[config.mk]
export PLATFORM = sky130hd
export DESIGN_NAME = if_fetch_queue
export DESIGN_NICKNAME = d
export VERILOG_FILES = /design/src/rtl/if_fetch_queue.sv
export SDC_FILE = /design/constraint.sdc
export NUM_CORES = 1
export LEC_CHECK = 0
export BUFFER_PORTS_ARGS = -buffer_cell sky130_fd_sc_hd__buf_4
export CORE_ASPECT_RATIO = 1.2
export CORE_UTILIZATION = 50
export DETAILED_ROUTE_END_ITERATION = 8
export GPL_TIMING_DRIVEN = 1
export PLACE_DENSITY = 0.69
export SETUP_SLACK_MARGIN = 0.05
export SYNTH_ARGS = -nofsm -noshare
export SYNTH_HDL_FRONTEND = slang
export SYNTH_SLANG_ARGS = --single-unit
[constraint.sdc]
create_clock -name clk -period 3.6 [get_ports clk]
set_clock_uncertainty 0.15 [all_clocks]
set_input_delay 0.18 -clock clk [delete_from_list [all_inputs] [get_ports clk]]
set_output_delay 0.18 -clock clk [all_outputs]
set_load 0.02 [all_outputs]
[src/rtl/if_fetch_queue.sv]
// Fetch queue between IF and ID: a DEPTH-entry first-word-fall-through FIFO of
// {PC, instruction} pairs with ID freeze, branch flush and a ready/valid push side.
module if_fetch_queue #(
  parameter  int PC_W    = 32,
  parameter  int INSTR_W = 32,
  parameter  int DEPTH   = 4,
  localparam int CNT_W   = $clog2(DEPTH + 1)
) (
  input  logic               clk,
  input  logic               rst,
  input  logic               push_valid,
  input  logic [PC_W-1:0]    push_pc,
  input  logic [INSTR_W-1:0] push_instr,
  output logic               push_ready,
  input  logic               freeze,
  input  logic               flush,
  output logic               out_valid,
  output logic [PC_W-1:0]    out_pc,
  output logic [INSTR_W-1:0] out_instr,
  output logic [CNT_W-1:0]   count,
  output logic               full,
  output logic               empty
);

  localparam int PTR_W = $clog2(DEPTH);

  logic [PC_W-1:0]    pc_mem    [DEPTH];
  logic [INSTR_W-1:0] instr_mem [DEPTH];
  logic [PTR_W-1:0]   wr_ptr;
  logic [PTR_W-1:0]   rd_ptr;
  logic [CNT_W-1:0]   cnt;
  logic               pop;
  logic               push;

  assign empty      = (cnt == '0);
  assign full       = (cnt == CNT_W'(DEPTH));
  assign count      = cnt;
  assign out_valid  = !empty;
  assign pop        = out_valid & !freeze & !flush;
  // A full queue can still accept a pair when the head leaves in the same cycle.
  assign push_ready = !flush & (!full | pop);
  assign push       = push_valid & push_ready;

  // Empty queue presents an all-zero bubble to ID.
  assign out_pc    = out_valid ? pc_mem[rd_ptr]    : '0;
  assign out_instr = out_valid ? instr_mem[rd_ptr] : '0;

  always_ff @(posedge clk or negedge rst) begin
    if (!rst) begin
      wr_ptr <= '0;
      rd_ptr <= '0;
      cnt    <= '0;
    end else if (flush) begin
      wr_ptr <= '0;
      rd_ptr <= '0;
      cnt    <= '0;
    end else begin
      if (push) wr_ptr <= wr_ptr + PTR_W'(1);
      if (pop)  rd_ptr <= rd_ptr + PTR_W'(1);
      case ({push, pop})
        2'b10:   cnt <= cnt + CNT_W'(1);
        2'b01:   cnt <= cnt - CNT_W'(1);
        default: cnt <= cnt;
      endcase
    end
  end

  // Storage carries data only, so it is left out of reset.
  always_ff @(posedge clk) begin
    if (push) begin
      pc_mem[wr_ptr]    <= push_pc;
      instr_mem[wr_ptr] <= push_instr;
    end
  end

endmodule
==> reports/qor.csv <==
metric,value,unit
post-synthesis instance area,0.0102,mm²
nets,756,
sequential share of the synthesized area,0.769,
antenna violations before repair,0,
critical path class,reg2out,
residual DRC count,0,
post-DR vias/cell,5.31,
pwr/cell area,563,mW/mm²
H-tree depth,1,
clock tree buffer depth,3,
# rows,56,
final setup vio count,0,
CP Launch Type,flip-flop,
Syn Inst Count,464,
Die Y,159,µm
max cap viols,0,
worst-path maximum fanout,22,
CP startpoint,rd_ptr[0]$_DFFE_PN0P_,
area delta synth->final,27.5,%
Clock transition at path regs,0.06,ns
GRT overflow,0,
worst hold path startpoint,push_instr[24],
Filler Cells Inserted,1362,
Tcrit/Tclk final,0.794,
starting density of the core,0.517,
Detailed Routing Iterations Pass 1,4,
slew of the pin with the lowest slew margin,0.987,ns
most frequent CP cell,buf_4,
Required @ worst endpoint,3.27,ns
critical path's largest stage delay,0.72,ns
RSZ-0062 raised after global routing,false,
diode count,0,
asr flop ratio synth,0.0266,
Routed WL,19.3,mm
gr usage total,0.188,
Synth Flop Type,edfxtp_1,
fin area,0.0130,mm²
Detail Placement HPWL,11.0,mm
Multi-input gate area,0.00218,mm²
unique cell type count in the Yosys netlist,30,
vias post-DR,5092,
Pins Over Slew Limit,0,
Comb power frac,0.174,
CTS tree,built,
Static Leakage,4.51,nW
root buffer cell,clkbuf_16,
total internal power,5.58,mW
Avg Inst Size Synth,22.0,µm²
"EDFF count, synth",256,
register area,0.00787,mm²
reg2reg start,count[0]$_DFFE_PN0P_,
layout cells sized above 1,0.365,
Num CTS Buffers,25,
mean routed wirelength per cell,20.2,µm
1st-iter DRT viols,346,
relative slew slack,0.342,
Final Hold Vio Count,0,
Synth Warn #,0,
CP top delay family,flip-flops,
final core utilization,0.660,
fmax,350,MHz
Worst EP arrival,2.53,ns
synthesized net count,538,
placed cell areas,0.0116,mm²
"Critical Path, Cell by Cell",buf_4 -> mux4_2 -> and2_1 -> buf_4,
outcome,completed,
sequential share of power,0.484,
largest net degree at the start of global routing,67,
I/O pin count,140,
die area,0.0210,mm²
vias in the first global route,5508,
Core ar.,0.0198,mm²
switching power share of the total,0.240,
"Clk Latency, worst-skew pair",0.51,ns
minimum clock period,2.86,ns
total negative setup slack,0,ns
first-pass GRT wire length,29.7,mm
"Slowest-stage cell, CP",dfrtp_4,
CP Capture Type,output pin,
routability congestion estimate,0.738,
Port Buf Inserts,139,
worst min-delay path category,in2reg,
r2r setup slk,1.04,ns
Clock power frac,0.342,
post-CTS resize count,0,
Sinks on Clock Net,263,
Detail Route Antenna Nets,0,
Synth Register Bits,263,
Peak VDD IR,0.000364,V
Worst Path Buf+Inv,2,
Die W,133,µm
switching power,1.76,mW
==> Yosys cell counts (2+ instances only) <==
| library cell | count | area, µm² |
|---|---|---|
| a21oi_1 | 2 | 10.0 |
| a31oi_1 | 3 | 18.8 |
| and2_1 | 65 | 407 |
| and3_1 | 5 | 31.3 |
| buf_12 | 4 | 80.1 |
| buf_2 | 10 | 50.1 |
| clkbuf_1 | 10 | 37.5 |
| dfrtp_1 | 7 | 175 |
| edfxtp_1 | 256 | 7690 |
| ha_1 | 4 | 50.1 |
| inv_1 | 4 | 15.0 |
| mux2_2 | 2 | 22.5 |
| mux4_2 | 64 | 1440 |
| nand2_1 | 4 | 15.0 |
| nor2_1 | 5 | 18.8 |
| o21ai_0 | 3 | 15.0 |
| or3_1 | 2 | 12.5 |
| xnor2_1 | 2 | 17.5 |
==> through the flow <==
stage | setup WS (ns) | power (mW) | hold WS (ns) | std cells
finish | 0.741 | 7.34 | 0.265 | 959
global route | 0.566 | 7.62 | 0.250 | 959
CTS | 0.648 | 7.42 | 0.233 | 959
detailed placement | 1.05 | 4.85 | -0.150 | 846
global placement | 1.20 | 4.83 | -0.149 | 846
floorplan | 0.123 | 4.36 | -0.266 | 464
==> layer usage <==
metal  share of wire  GRT usage  vias to the layer above
met5               0          0                        -
met4           0.025     0.0640                        0
met3           0.046     0.0334                       41
met2            0.54      0.343                      141
met1            0.39      0.227                     2604
li1                -          -                     2306
==> kinds of logic (layout without fill, tap and decap cells) <==
group	after synthesis	after routing	share of synthesized area
simple gates	88	88	0.0520
compound gates	9	9	0.00637
flops	263	263	0.769
buf+inv	30	264	0.0195
xor+xnor	2	2	0.00171
mux	67	67	0.144
fa+ha+maj	5	5	0.00686
==> power groups by stage <==
stage / sequential (mW) / clock (mW) / combinational (mW)
2_1_floorplan: 3.58 / 0 / 0.786
3_3_place_gp: 3.61 / 0 / 1.22
3_5_place_dp: 3.62 / 0 / 1.23
4_1_cts: 3.55 / 2.57 / 1.30
5_1_grt: 3.56 / 2.68 / 1.37
6_report: 3.55 / 2.51 / 1.28
==> placed cells by master, fill, tap and decap left out, drive strengths merged <==
master       instances
o21ai                3
a31oi                4
nor3                 1
xnor2                2
inv                  4
and2                65
mux2i                1
and3                 5
fa                   1
a21oi                2
buf                146
dfrtp                7
mux2                 2
nor3b                1
nor2                 5
nor2b                1
nand2b               1
dlygate4sd3         70
edfxtp             256
mux4                64
or3                  3
nor4                 1
clkbuf              28
bufinv               3
nand3                1
ha                   4
nand2                4
clkinv              13
==> layout make-up <==
| class | instances | share of cell area |
|---|---|---|
| flip-flops and latches | 263 | 0.604 |
| inverters | 5 | 0.00154 |
| clock buffers | 28 | 0.0489 |
| repair buffers | 216 | 0.143 |
| clock inverters | 15 | 0.0109 |
| multi-input cells | 171 | 0.167 |
| well taps | 261 | 0.0251 |
==> path summary, 6_finish.rpt <==
| check | end | cells after the start |
|---|---|---|
| hold / removal | instr_mem[3][24]$_DFFE_PP_ | 2 |
| setup / recovery | out_pc[4] | 4 |
| min in group asynchronous | count[1]$_DFFE_PN0P_ | 3 |
| hold reg to reg | wr_ptr[0]$_DFFE_PN0P_ | 2 |
| max in group asynchronous | rd_ptr[1]$_DFFE_PN0P_ | 3 |
| setup reg to reg | pc_mem[0][23]$_DFFE_PP_ | 4 |
==> state kept, by name (all words and copies together), names as in the netlist <==
signal,flops
wr_ptr,2
instr_mem,128
count,3
pc_mem,128
rd_ptr,2
==> timing repair <==
item	4_1_cts	5_1_grt
setup buffers	0	0
hold endpoints to repair	270	0
hold buffers	70	0
(Power assumes the default switching activity.)
